## src/rtl/tone_sequencer_pkg.sv

```systemverilog
// Shared types and default widths for the tone sequencer and its neighbours.
package tone_pkg;

   // Default widths; DIV_W matches the downstream clock divider's div input.
   localparam int TONE_DIV_W = 28;
   localparam int TONE_DUR_W = 16;

   typedef enum logic [1:0] {
      IDLE,
      LOAD,
      PLAY,
      GAP
   } tone_state_t;

   // One table step: divider value (0 = rest) and duration in ticks.
   typedef struct packed {
      logic [TONE_DIV_W-1:0] div;
      logic [TONE_DUR_W-1:0] dur;
   } tone_entry_t;

   // A stored duration of 0 still plays for one tick.
   function automatic logic [TONE_DUR_W-1:0] dur_floor(input logic [TONE_DUR_W-1:0] dur);
      return (dur == '0) ? TONE_DUR_W'(1) : dur;
   endfunction

endpackage

```

## src/rtl/tone_sequencer_if.sv

```systemverilog
// Control/status bundle between the UI logic (master) and the tone sequencer (slave).
interface tone_sequencer_if
   import tone_pkg::*;
#(
   parameter int STEPS = 16,
   parameter int DIV_W = TONE_DIV_W,
   parameter int DUR_W = TONE_DUR_W
);
   localparam int ADDR_W = $clog2(STEPS);

   logic              wr_en;
   logic [ADDR_W-1:0] wr_addr;
   logic [DIV_W-1:0]  wr_div;
   logic [DUR_W-1:0]  wr_dur;
   logic              start;
   logic              stop;
   logic              loop_en;
   logic [ADDR_W-1:0] last_step;
   logic [DIV_W-1:0]  div;
   logic              gate;
   logic [ADDR_W-1:0] step;
   logic              busy;
   logic              done;

   modport master (
      output wr_en, wr_addr, wr_div, wr_dur, start, stop, loop_en, last_step,
      input  div, gate, step, busy, done
   );

   modport slave (
      input  wr_en, wr_addr, wr_div, wr_dur, start, stop, loop_en, last_step,
      output div, gate, step, busy, done
   );

endinterface

```

## src/rtl/tone_sequencer_tick_prescaler.sv

```systemverilog
// Free-running 0..TICK_DIV-1 counter producing a one-cycle tick; clear restarts the period.
module tick_prescaler #(
   parameter int TICK_DIV = 25000
) (
   input  logic clock_in,
   input  logic reset_n,
   input  logic clear,
   output logic tick
);
   localparam int               CNT_W = (TICK_DIV > 1) ? $clog2(TICK_DIV) : 1;
   localparam logic [CNT_W-1:0] LAST  = CNT_W'(TICK_DIV - 1);

   logic [CNT_W-1:0] r_count;

   // Count up, wrapping after the last cycle of the period or when cleared.
   always_ff @(posedge clock_in or negedge reset_n) begin
      if (!reset_n) begin
         r_count <= '0;
      end else if (clear || (r_count == LAST)) begin
         r_count <= '0;
      end else begin
         r_count <= r_count + CNT_W'(1);
      end
   end

   assign tick = (r_count == LAST);

endmodule

```

## src/rtl/tone_sequencer.sv

```systemverilog
// Note sequencer: plays table steps 0..last_step, driving the divider value and its gate.
module tone_sequencer
   import tone_pkg::*;
#(
   parameter int STEPS    = 16,
   parameter int DIV_W    = TONE_DIV_W,
   parameter int DUR_W    = TONE_DUR_W,
   parameter int TICK_DIV = 25000
) (
   input  logic            clock_in,
   input  logic            reset_n,
   tone_sequencer_if.slave bus
);
   localparam int ADDR_W = $clog2(STEPS);

   tone_state_t       r_state,     w_state_next;
   logic [DIV_W-1:0]  r_div,       w_div_next;
   logic              r_gate,      w_gate_next;
   logic [ADDR_W-1:0] r_step,      w_step_next;
   logic [ADDR_W-1:0] r_last_step, w_last_next;
   logic [DUR_W-1:0]  r_dur_cnt,   w_dur_next;
   logic              r_done,      w_done_next;

   tone_entry_t       r_table [STEPS];
   tone_entry_t       r_rd_entry;

   logic              w_tick;
   logic              w_clear;

   // Every state starts with a fresh prescaler period.
   assign w_clear = (w_state_next != r_state);

   tick_prescaler #(
      .TICK_DIV (TICK_DIV)
   ) u_prescaler (
      .clock_in (clock_in),
      .reset_n  (reset_n),
      .clear    (w_clear),
      .tick     (w_tick)
   );

   // Step table: synchronous write; the read follows the step about to be held so
   // the entry is ready by the end of LOAD. A same-edge write returns old data.
   always_ff @(posedge clock_in) begin
      if (bus.wr_en) begin
         r_table[bus.wr_addr] <= '{div: bus.wr_div, dur: bus.wr_dur};
      end
      r_rd_entry <= r_table[w_step_next];
   end

   // State register and registered outputs.
   always_ff @(posedge clock_in or negedge reset_n) begin
      if (!reset_n) begin
         r_state     <= IDLE;
         r_div       <= '0;
         r_gate      <= 1'b0;
         r_step      <= '0;
         r_last_step <= '0;
         r_dur_cnt   <= '0;
         r_done      <= 1'b0;
      end else begin
         r_state     <= w_state_next;
         r_div       <= w_div_next;
         r_gate      <= w_gate_next;
         r_step      <= w_step_next;
         r_last_step <= w_last_next;
         r_dur_cnt   <= w_dur_next;
         r_done      <= w_done_next;
      end
   end

   // Next-state and next-output decisions; stop overrides everything outside IDLE.
   always_comb begin
      w_state_next = r_state;
      w_div_next   = r_div;
      w_gate_next  = r_gate;
      w_step_next  = r_step;
      w_last_next  = r_last_step;
      w_dur_next   = r_dur_cnt;
      w_done_next  = 1'b0;

      if ((r_state != IDLE) && bus.stop) begin
         w_state_next = IDLE;
         w_gate_next  = 1'b0;
      end else begin
         unique case (r_state)
            IDLE: begin
               if (bus.start && !bus.stop) begin
                  w_state_next = LOAD;
                  w_step_next  = '0;
                  w_last_next  = bus.last_step;
               end
            end
            LOAD: begin
               w_state_next = PLAY;
               w_div_next   = r_rd_entry.div;
               w_gate_next  = (r_rd_entry.div != '0);
               w_dur_next   = dur_floor(r_rd_entry.dur);
            end
            PLAY: begin
               if (w_tick) begin
                  if (r_dur_cnt == DUR_W'(1)) begin
                     w_state_next = GAP;
                     w_gate_next  = 1'b0;
                  end else begin
                     w_dur_next = r_dur_cnt - DUR_W'(1);
                  end
               end
            end
            GAP: begin
               if (w_tick) begin
                  if (r_step != r_last_step) begin
                     w_state_next = LOAD;
                     w_step_next  = r_step + ADDR_W'(1);
                  end else if (bus.loop_en) begin
                     w_state_next = LOAD;
                     w_step_next  = '0;
                  end else begin
                     w_state_next = IDLE;
                     w_done_next  = 1'b1;
                  end
               end
            end
            default: begin
               w_state_next = IDLE;
            end
         endcase
      end
   end

   assign bus.div  = r_div;
   assign bus.gate = r_gate;
   assign bus.step = r_step;
   assign bus.busy = (r_state != IDLE);
   assign bus.done = r_done;

endmodule

```

## src/flat_wrapper.sv

```systemverilog
// flat-port wrapper written by rule: the top's interface ports become plain ports
module tone_sequencer_flat import tone_pkg::*;
#(
   parameter int STEPS    = 16,
   parameter int DIV_W    = TONE_DIV_W,
   parameter int DUR_W    = TONE_DUR_W,
   parameter int TICK_DIV = 25000
)
  (clock_in, reset_n, bus_wr_en, bus_wr_addr, bus_wr_div, bus_wr_dur, bus_start, bus_stop, bus_loop_en, bus_last_step, bus_div, bus_gate, bus_step, bus_busy, bus_done);
  tone_sequencer_if #(.STEPS(STEPS), .DIV_W(DIV_W), .DUR_W(DUR_W)) bus_i ();
  input  logic clock_in;
  input  logic reset_n;
  input wire logic [$bits(bus_i.wr_en)-1:0] bus_wr_en;
  input wire logic [$bits(bus_i.wr_addr)-1:0] bus_wr_addr;
  input wire logic [$bits(bus_i.wr_div)-1:0] bus_wr_div;
  input wire logic [$bits(bus_i.wr_dur)-1:0] bus_wr_dur;
  input wire logic [$bits(bus_i.start)-1:0] bus_start;
  input wire logic [$bits(bus_i.stop)-1:0] bus_stop;
  input wire logic [$bits(bus_i.loop_en)-1:0] bus_loop_en;
  input wire logic [$bits(bus_i.last_step)-1:0] bus_last_step;
  output wire logic [$bits(bus_i.div)-1:0] bus_div;
  output wire logic [$bits(bus_i.gate)-1:0] bus_gate;
  output wire logic [$bits(bus_i.step)-1:0] bus_step;
  output wire logic [$bits(bus_i.busy)-1:0] bus_busy;
  output wire logic [$bits(bus_i.done)-1:0] bus_done;
  assign bus_i.wr_en = bus_wr_en;
  assign bus_i.wr_addr = bus_wr_addr;
  assign bus_i.wr_div = bus_wr_div;
  assign bus_i.wr_dur = bus_wr_dur;
  assign bus_i.start = bus_start;
  assign bus_i.stop = bus_stop;
  assign bus_i.loop_en = bus_loop_en;
  assign bus_i.last_step = bus_last_step;
  assign bus_div = bus_i.div;
  assign bus_gate = bus_i.gate;
  assign bus_step = bus_i.step;
  assign bus_busy = bus_i.busy;
  assign bus_done = bus_i.done;
  tone_sequencer #(.STEPS(STEPS), .DIV_W(DIV_W), .DUR_W(DUR_W), .TICK_DIV(TICK_DIV)) u_core (.clock_in(clock_in), .reset_n(reset_n), .bus(bus_i));
endmodule
```

## config.mk

```make
export PLATFORM = sky130hd
export DESIGN_NAME = tone_sequencer_flat
export DESIGN_NICKNAME = d
export VERILOG_FILES = /design/src/rtl/tone_sequencer_pkg.sv /design/src/rtl/tone_sequencer_if.sv /design/src/rtl/tone_sequencer_tick_prescaler.sv /design/src/rtl/tone_sequencer.sv /design/src/flat_wrapper.sv
export SDC_FILE = /design/constraint.sdc
export NUM_CORES = 1
export LEC_CHECK = 0
export ABC_CLOCK_PERIOD_IN_PS = 3000
export CAP_MARGIN = 25
export CORE_MARGIN = 3
export CORE_UTILIZATION = 45
export DETAILED_ROUTE_END_ITERATION = 7
export PLACE_DENSITY = 0.69
export REMOVE_ABC_BUFFERS = 1
export SKIP_LAST_GASP = 1
export SYNTH_ARGS = -nofsm -noshare
export SYNTH_HDL_FRONTEND = slang
export SYNTH_HIERARCHICAL = 1
export SYNTH_SLANG_ARGS = --single-unit
```

## constraint.sdc

```tcl
create_clock -name clock_in -period 3 [get_ports clock_in]
set_input_delay 0.3 -clock clock_in [delete_from_list [all_inputs] [get_ports clock_in]]
set_output_delay 0.3 -clock clock_in [all_outputs]
set_load 0.02 [all_outputs]
```

==> results of run 1 <==
## cells by family (layout without fill, tap and decap cells)
group,count (synthesis),in the layout,share of synthesized area
buffers and inverters,158,528,0.0232
adder cells (fa/ha/maj),8,8,0.00313
multiplexers,122,122,0.0395
XOR/XNOR,17,17,0.00466
AO/OA/AOI/OAI,429,429,0.0873
AND/OR/NAND/NOR,725,726,0.0981
other,0,8,0
flip-flops,819,819,0.744
## layout by cell type (no fill, tap or decap), types with 13 or more instances in the layout
master / instances
clkinv_2: 17
a21oi_1: 151
clkbuf_1: 21
a21oi_2: 46
clkbuf_16: 106
dfrtp_1: 71
nand2_2: 13
mux2i_1: 77
nor2_4: 17
xnor2_1: 14
o211ai_1: 44
buf_12: 54
dfxtp_1: 44
mux2_2: 32
buf_4: 126
edfxtp_1: 704
nor4_1: 13
nand3_1: 131
nand2_1: 446
clkdlybuf4s50_1: 91
nor2_1: 19
a22o_1: 44
inv_1: 15
a32oi_1: 39
buf_6: 25
a22oi_1: 40
o21ai_0: 25
buf_16: 20
## per-layer routing
metal  vias to the layer above  wire [um]  global-route usage
li1                       9207          -                   -
met1                     10600      34900               0.303
met2                      1169      42400               0.345
met3                       231       8620              0.0447
met4                         4       3300              0.0860
met5                         -         28                   0
## worst max-delay path, cell delays in order, from the launching register on
cell and delay [ns]:
dfrtp_1 0.37, or4b_4 0.54, nor4_4 0.34, nor2b_2 0.11, a2111oi_4 0.25, nand2_1 0.15
o22ai_4 0.14, buf_12 0.17, clkbuf_16 0.17, buf_12 0.16, buf_8 0.14, mux2i_2 0.23
a22oi_2 0.15, a32oi_2 0.23, o211ai_1 0.12
## stage by stage
step	hold slack, ns	util
floorplan	0.00441	-
global placement	0.450	0.504
detailed placement	0.463	0.504
CTS	0.271	0.560
global route	0.291	0.579
finish	0.300	0.579
## layout make-up
cell class                 instances  area share
sequential                       819       0.585
tap                              940      0.0289
inverter                          16     0.00212
timing repair inverter             4     0.00126
clock buffer                     112      0.0560
clock inverter                    41      0.0115
multi-input combinational       1302       0.200
timing repair buffer             355       0.114
antenna                            8    0.000492
## sequential cells by signal, summed over array words and instances, names as in the netlist
name / flops
u_core/bus.div: 28
u_core/bus.done: 1
u_core/bus.gate: 1
u_core/bus.step: 4
u_core/r_dur_cnt: 16
u_core/r_last_step: 4
u_core/r_rd_entry: 44
u_core/r_state: 2
u_core/r_table: 704
u_core/u_prescaler/r_count: 15
## power by group through the flow
| stage | logic (W) | registers [W] | clock network, W |
|---|---|---|---|
| 3_5_place_dp | 0.00278 | 0.0135 | 0 |
| 4_1_cts | 0.00284 | 0.0133 | 0.0105 |
| 5_1_grt | 0.00321 | 0.0133 | 0.0110 |
| 3_3_place_gp | 0.00268 | 0.0135 | 0 |
| 6_report | 0.00300 | 0.0133 | 0.0104 |
| 2_1_floorplan | 0.00124 | 0.0137 | 0 |
## what timing repair did
action	in CTS	in global routing
endpoints found under the hold margin	43	0
buffers inserted	21	33
gates cloned	18	27
setup endpoints to repair	47	58
hold buffers	1	0
resized for setup	99	129
pin swaps	78	103
## synthesized netlist by cell type (9+ instances only)
| library cell | count |
|---|---|
| dfrtp_1 | 71 |
| o21ai_0 | 25 |
| a22o_1 | 44 |
| nand2_1 | 465 |
| a32oi_1 | 43 |
| a22oi_1 | 48 |
| nor4_1 | 13 |
| dfxtp_1 | 44 |
| inv_1 | 15 |
| buf_1 | 19 |
| xnor2_1 | 14 |
| clkbuf_1 | 45 |
| nand3_1 | 140 |
| nor2_1 | 34 |
| nor3_1 | 15 |
| edfxtp_1 | 704 |
| nor2_2 | 11 |
| a21oi_1 | 200 |
| o211ai_1 | 44 |
| mux2_2 | 32 |
| nand4_1 | 9 |
| mux2i_1 | 89 |
| buf_2 | 68 |
## final timing paths
check                                               start                             to  slack, ns  cells after the start
setup reg to reg           u_core/u_prescaler/r_count[10]           u_core/r_rd_entry[5]      -0.40                     14
hold / removal                                    reset_n            u_core/r_dur_cnt[3]       0.30                      2
hold reg to reg                     u_core/r_rd_entry[19]              u_core/bus.div[3]       0.50                      1
max in group asynchronous                         reset_n  u_core/u_prescaler/r_count[4]       1.95                      3
setup / recovery           u_core/u_prescaler/r_count[10]           u_core/r_rd_entry[5]      -0.40                     14
min in group clock_in                    bus_last_step[0]          u_core/r_last_step[0]       0.30                      2
==> results.py, run 1 <==
metrics = {
    "status": {
        "outcome": "finished, violations left",
        "violations": "setup timing",
    },
    "power_and_ir_drop": {
        "totalPowerFinal_w": 0.0267,
        "power_density_nw_per_um2": 656,
        "netSwitchingFraction": 0.237,
        "comb_power_share": 0.113,
        "pwr-share-clk": 0.390,
        "seq_power_share": 0.498,
        "p_int_w": 0.0204,
        "ir_drop_mv": 0.458,
        "power.leakage_nw": 14.4,
        "power.switching_w": 0.00634,
    },
    "clock_network": {
        "cts_buffers": 83,
        "clockBufferDepth": 3,
        "cts_tree": "done",
        "clock_latency_ns": 0.64,
        "cts_root_buf": "clkbuf_16",
        "clkSlewWorstSetupHoldPaths_ns": 0.06,
        "clock_sinks": 819,
        "cts_max_level": 3,
    },
    "timing": {
        "tns_ns": -11.15,
        "rsz0062_at_grt": "true",
        "setup_slack_ns": -0.400,
        "drv_slew": 0,
        "slew-limit-headroom": 0.376,
        "final_hold_viol_count": 0,
        "setup_viol": 44,
        "max_freq_mhz": 294,
        "fin_crit_ns": 3.40,
        "worstMarginPinSlew_ns": 0.927,
        "fin_skew_ns": 0.0326,
        "post-route-period-util": 1.13,
    },
    "drt": {
        "vias": 21200,
        "antenna_left": 0,
        "dr.pass1.iters": 6,
        "viasPerCell": 5.89,
        "drtIter0Drc": 2530,
        "wl_per_cell_um": 24.8,
        "wl_mm": 89.3,
        "drc": 0,
    },
    "synthesis": {
        "synth_ff_type": "edfxtp_1",
        "synth-seq-area-share": 0.744,
        "netlist_area_sq_um": 32000,
        "yosys-top-cells-area": "edfxtp_1 (66%), dfrtp_1 (5.6%), nand2_1 (5.5%)",
        "synth_edf_count": 704,
        "synth_area_leader_cell": "edfxtp_1",
        "yosysWarnings": 6,
        "avgSynthCellArea_sq_um": 14.0,
        "yosysTopAreaCellShare": 0.661,
        "synth_async_sr_flop_share": 0.0867,
        "ys_types": 64,
        "synth-seq-cells": 819,
        "syn_inst": 2278,
    },
    "placement": {
        "dp_slack_ns": -0.433,
        "post-dp-hpwl_mm": 43.1,
        "dp.cells": 3342,
        "place_area_sq_um": 35400,
        "gp_congestion": 0.835,
        "port_buffers": 92,
    },
    "die": {
        "dieArea_sq_um": 74300,
        "row_count": 97,
        "die_w_um": 273,
        "fp.dieH_um": 273,
        "io-pin-count": 93,
        "coreArea_sq_um": 70300,
        "start_util": 0.455,
    },
    "hold_path": {
        "hold_class": "in2async",
    },
    "global_routing": {
        "grt_use_total": 0.220,
        "grt-ovfl-total": 0,
        "antenna_found_initial": 8,
        "grt_pass1_wl_mm": 123,
        "grt_max_degree": 46,
        "grt_pass1_vias": 20300,
    },
    "finish": {
        "final_area_sq_um": 40700,
        "multiInputGateArea_sq_um": 8150,
        "fin_nets": 2647,
        "drive_gt1_frac": 0.217,
        "area_delta_synth_final_pct": 27.2,
        "seqCellArea_sq_um": 23800,
        "nFillCells": 5146,
        "final_cells": 3597,
    },
    "worst_setup_path": {
        "crit_type": "reg2reg",
        "crit_required_ns": 3.49,
        "critPathCaptureType": "flop",
        "start_kind": "flop",
        "crit_arrival_ns": 3.89,
        "path_max_fanout": 7,
    },
    "run": {
        "maxCapViolations": 0,
    },
}
Note: power is estimated with default switching activity, not from simulation.
==> inputs of run 2 (changes only) <==
- CELL_PAD_IN_SITES_DETAIL_PLACEMENT: default -> 0
- CELL_PAD_IN_SITES_GLOBAL_PLACEMENT: default -> 2
- CORE_UTILIZATION: 45 -> 40
- PLACE_DENSITY: 0.69 -> 0.8
- TNS_END_PERCENT: default -> 10
==> results.py, run 2 (synthesized netlist as in run 1, its figures left out) <==
metrics = {
    "worst_setup_path": {
        "start_kind": "flop",
        "r2r-start": "u_core/u_prescaler/r_count[6]",
        "path_max_fanout": 14,
        "max_stage_delay_ns": 0.56,
        "crit_required_ns": 3.51,
        "crit_type": "reg2reg",
        "crit_arrival_ns": 3.78,
        "critPathCaptureType": "flop",
        "startpoint": "u_core/u_prescaler/r_count[6]",
        "cp_slowest_cell": "or4b_4",
        "crit_chain": "or4b_4 -> nor4_4 -> nor2b_2 -> or3_1 -> o31ai_2 -> o21ai_2 -> and2_2 -> buf_12 -> buf_4 -> a32oi_1 -> o211ai_1",
    },
    "placement": {
        "gp_congestion": 0.783,
        "post-dp-hpwl_mm": 45.6,
        "dp_slack_ns": -0.358,
        "port_buffers": 92,
    },
    "clock_network": {
        "cts_max_level": 3,
        "cts_root_buf": "clkbuf_16",
        "clock_sinks": 819,
        "clockBufferDepth": 3,
        "clkSlewWorstSetupHoldPaths_ns": 0.06,
        "cts_buffers": 87,
        "cts_tree": "done",
        "clock_latency_ns": 0.65,
    },
    "timing": {
        "rsz0062_at_grt": "true",
        "tns_ns": -9.11,
        "slew-limit-headroom": 0.570,
        "worstMarginPinSlew_ns": 0.642,
        "setup_slack_ns": -0.271,
        "fin_skew_ns": 0.0263,
        "post-route-period-util": 1.09,
        "final_hold_viol_count": 0,
        "fin_crit_ns": 3.27,
        "max_freq_mhz": 306,
        "setup_viol": 58,
        "drv_slew": 0,
    },
    "die": {
        "start_util": 0.404,
        "row_count": 103,
        "io-pin-count": 93,
        "coreArea_sq_um": 79100,
        "die_w_um": 289,
        "dieArea_sq_um": 83400,
        "fp.dieH_um": 289,
    },
    "drt": {
        "vias": 19700,
        "viasPerCell": 5.41,
        "wl_mm": 82.4,
        "drc": 0,
        "drtIter0Drc": 1574,
        "dr.pass1.iters": 5,
        "antenna_left": 0,
        "wl_per_cell_um": 22.6,
    },
    "power_and_ir_drop": {
        "totalPowerFinal_w": 0.0277,
        "ir_drop_mv": 0.663,
        "power_density_nw_per_um2": 702,
        "power.leakage_nw": 13.9,
    },
    "hold_path": {
        "hold_class": "in2async",
    },
    "run": {
        "maxCapViolations": 0,
    },
    "global_routing": {
        "grt_pass1_vias": 19400,
        "grt_max_degree": 45,
        "grt_pass1_wl_mm": 122,
        "antenna_found_initial": 7,
        "grt_use_total": 0.197,
        "grt-ovfl-total": 0,
    },
    "finish": {
        "area_delta_synth_final_pct": 23.3,
        "largest_reg_flops": 704,
        "largest_register": "u_core/r_table",
        "drive_gt1_frac": 0.162,
        "post-route-util": 0.498,
        "fin_nets": 2586,
        "final_cell_mix": "edfxtp_1 (704), nand2_1 (464), a21oi_1 (199)",
        "layout_commonest_cell": "edfxtp_1",
    },
    "status": {
        "outcome": "finished, violations left",
        "violations": "setup timing",
    },
}
==> run 2: cell count changes in the layout (fill, tap and decap cells not counted), sizes merged <==
cell | before | now
bufbuf | 5 | 2
bufinv | 8 | 18
clkbuf | 134 | 112
buf | 236 | 201
and2 | 5 | 4
inv | 24 | 23
clkinv | 27 | 25
diode | 8 | 2
==> run 2: power breakdown <==
group	switching (W)	internal (W)
Combinational	0.00155	0.00124
Sequential	0.000309	0.0130
Clock	0.00448	0.00715
==> run 2: stage by stage <==
stage / std cells / hold slack, ns / instance area, sq um
2_1_floorplan: 2136 / 0.00441 / 31300
3_3_place_gp: 3464 / 0.360 / 35800
3_5_place_dp: 3464 / 0.361 / 35800
4_1_cts: 3644 / 0.237 / 39400
5_1_grt: 3645 / 0.262 / 39400
6_report: 3647 / 0.236 / 39400
==> run 2: worst paths after layout <==
path                                          to  slack [ns]  cells past startpoint
hold / removal               u_core/r_dur_cnt[1]        0.24                      2
setup / recovery           u_core/r_rd_entry[32]       -0.27                     11
max in group asynchronous     u_core/bus.div[18]        2.08                      3
setup reg to reg           u_core/r_rd_entry[32]       -0.27                     11
min in group clock_in      u_core/r_last_step[2]        0.30                      2
hold reg to reg               u_core/bus.div[11]        0.50                      1
==> run 2: repair_timing <==
action / CTS / global route
hold buffers: 1 / 0
cloned: 7 / 0
pin swaps: 7 / 0
setup endpoints to repair: 44 / 58
buffers inserted: 8 / 1
resized for setup: 21 / 2
hold endpoints to repair: 37 / 0
==> run 2: layout make-up <==
class                      count  area [sq um]
fill                        6694         39700
multi-input combinational   1301          7650
antenna                        2          5.00
clock inverter                52           788
tap                         1050          1310
timing repair buffer         295          3440
sequential                   819         23800
clock buffer                 112          2350
inverter                      16          76.3
==> run 2: critical path, delay by kind of cell, from the launching register on <==
| kind | cells | cell delay (ns) |
|---|---|---|
| simple gates | 5 | 1.59 |
| flops | 1 | 0.38 |
| buf+inv | 2 | 0.37 |
| compound gates | 4 | 0.78 |
==> run 2: routing by layer <==
layer | share of wire | vias up | track usage
li1 | - | 9057 | -
met1 | 0.43 | 9941 | 0.262
met2 | 0.48 | 574 | 0.324
met3 | 0.057 | 168 | 0.0380
met4 | 0.031 | 8 | 0.0663
met5 | 0.00066 | - | 0
==> inputs of run 3 (changes only) <==
- ABC_CLOCK_PERIOD_IN_PS: 3000 -> 2700
- SLEW_MARGIN: default -> 20
- clock period: 3 -> 2.7 ns (I/O delays scaled with it)
==> results.py, run 3 (synthesized netlist as in run 1, its figures left out) <==
metrics = {
    "die": {
        "die_w_um": 289,
        "fp.dieH_um": 289,
        "coreArea_sq_um": 79100,
        "row_count": 103,
        "start_util": 0.404,
        "dieArea_sq_um": 83400,
        "io-pin-count": 93,
    },
    "timing": {
        "rsz0062_at_grt": "true",
        "setup_slack_ns": -0.597,
        "worstMarginPinSlew_ns": 0.592,
        "drv_slew": 0,
        "slew-limit-headroom": 0.604,
        "setup_viol": 60,
        "post-route-period-util": 1.22,
        "fin_skew_ns": 0.0302,
        "final_hold_viol_count": 0,
        "max_freq_mhz": 303,
        "fin_crit_ns": 3.30,
    },
    "worst_setup_path": {
        "crit_required_ns": 3.22,
        "path_max_fanout": 19,
        "critPathCaptureType": "flop",
        "start_kind": "flop",
        "crit_arrival_ns": 3.81,
        "crit_type": "reg2reg",
    },
    "global_routing": {
        "antenna_found_initial": 7,
        "grt_max_degree": 47,
        "grt_use_total": 0.195,
        "grt-ovfl-total": 0,
        "grt_pass1_vias": 19400,
        "grt_pass1_wl_mm": 122,
    },
    "finish": {
        "layout_commonest_cell": "edfxtp_1",
        "fin_nets": 2591,
        "post-route-util": 0.495,
        "largest_reg_flops": 704,
        "drive_gt1_frac": 0.163,
        "final_cell_mix": "edfxtp_1 (704), nand2_1 (463), a21oi_1 (198)",
        "final_area_sq_um": 39200,
        "area_delta_synth_final_pct": 22.6,
        "largest_register": "u_core/r_table",
        "nFillCells": 6778,
    },
    "clock_network": {
        "cts_tree": "done",
        "clockBufferDepth": 3,
        "cts_max_level": 3,
        "clock_latency_ns": 0.64,
        "cts_buffers": 86,
        "clkSlewWorstSetupHoldPaths_ns": 0.06,
        "clock_sinks": 819,
        "cts_root_buf": "clkbuf_16",
    },
    "power_and_ir_drop": {
        "ir_drop_mv": 0.505,
        "power_density_nw_per_um2": 757,
        "power.leakage_nw": 13.9,
        "totalPowerFinal_w": 0.0297,
    },
    "run": {
        "maxCapViolations": 0,
    },
    "drt": {
        "drtIter0Drc": 1563,
        "wl_per_cell_um": 22.7,
        "drc": 0,
        "dr.pass1.iters": 6,
        "wl_mm": 83.0,
        "vias": 19800,
        "antenna_left": 0,
        "viasPerCell": 5.43,
    },
    "status": {
        "violations": "setup timing",
        "outcome": "finished, violations left",
    },
    "placement": {
        "place_area_sq_um": 35700,
        "port_buffers": 92,
        "post-dp-hpwl_mm": 44.8,
        "gp_congestion": 0.777,
    },
    "hold_path": {
        "hold_class": "in2async",
    },
}
==> run 3: cell count changes in the layout (fill, tap and decap cells not counted), moves of 3 or more <==
cell,previous run,this run
clkbuf_8,4,11
buf_6,2,7
buf_12,59,53
bufinv_16,18,6
clkbuf_16,89,95
clkinvlp_4,2,5
inv_6,7,1
buf_16,10,6
==> run 3: what timing repair did <==
item | CTS | global route
pin swaps | 7 | 23
setup endpoints to repair | 59 | 62
hold buffers | 1 | 0
setup buffers | 7 | 14
endpoints found under the hold margin | 31 | 0
gates resized for setup | 11 | 29
cloned | 3 | 9
==> run 3: layout make-up <==
cell class | count | area, sq um | share of cell area
timing repair buffer | 301 | 3490 | 0.0890
sequential | 819 | 23800 | 0.607
tap | 1050 | 1310 | 0.0335
multi-input combinational | 1301 | 7650 | 0.195
clock inverter | 43 | 480 | 0.0123
inverter | 16 | 72.6 | 0.00185
clock buffer | 118 | 2380 | 0.0608
antenna | 3 | 7.51 | 0.000192
==> run 3: final timing paths <==
kind                                                from                    end  slack [ns]  cells after the start
max                        u_core/u_prescaler/r_count[4]  u_core/r_rd_entry[35]       -0.60                     14
min                                              reset_n    u_core/r_dur_cnt[4]        0.17                      2
max reg2reg                u_core/u_prescaler/r_count[4]  u_core/r_rd_entry[35]       -0.60                     14
min reg2reg                           u_core/bus.div[25]     u_core/bus.div[25]        0.50                      1
max in group asynchronous                        reset_n      u_core/bus.div[9]        1.81                      3
min in group clock_in                   bus_last_step[0]  u_core/r_last_step[0]        0.28                      2
==> run 3: per-stage QoR <==
step / cells / hold slack (ns) / setup WS [ns] / TNS, ns
after detailed placement: 3455 / 0.301 / -0.644 / -29.37
final: 3651 / 0.170 / -0.597 / -28.59
after global placement: 3455 / 0.294 / -0.609 / -27.02
after global routing: 3650 / 0.207 / -0.742 / -36.25
after CTS: 3627 / 0.169 / -0.592 / -29.13
after floorplan: 2136 / -0.0256 / -16.14 / -1048.34
==> run 3: report_power, final <==
part,internal (W),switching [W],total (W)
Sequential,0.0144,0.000347,0.0148
Clock,0.00683,0.00490,0.0117
Combinational,0.00145,0.00173,0.00319
Total,0.0227,0.00698,0.0297
==> run 3: worst max-delay path: stages (launching register included) <==
cell and delay, ns:
dfrtp_1 0.38, or4b_4 0.57, nor4_4 0.33, buf_4 0.17
nor3b_4 0.27, buf_4 0.18, buf_4 0.09, buf_4 0.10
a21oi_4 0.07, buf_12 0.20, buf_4 0.20, a21oi_1 0.15
nand2_1 0.08, a32oi_1 0.26, o211ai_1 0.12
==> run 3: metal layers <==
metal,global-route usage,vias up,share of wire
met5,0,-,0.00028
met4,0.0543,4,0.026
met3,0.0294,149,0.056
met2,0.323,596,0.48
met1,0.268,9995,0.43
li1,-,9087,-
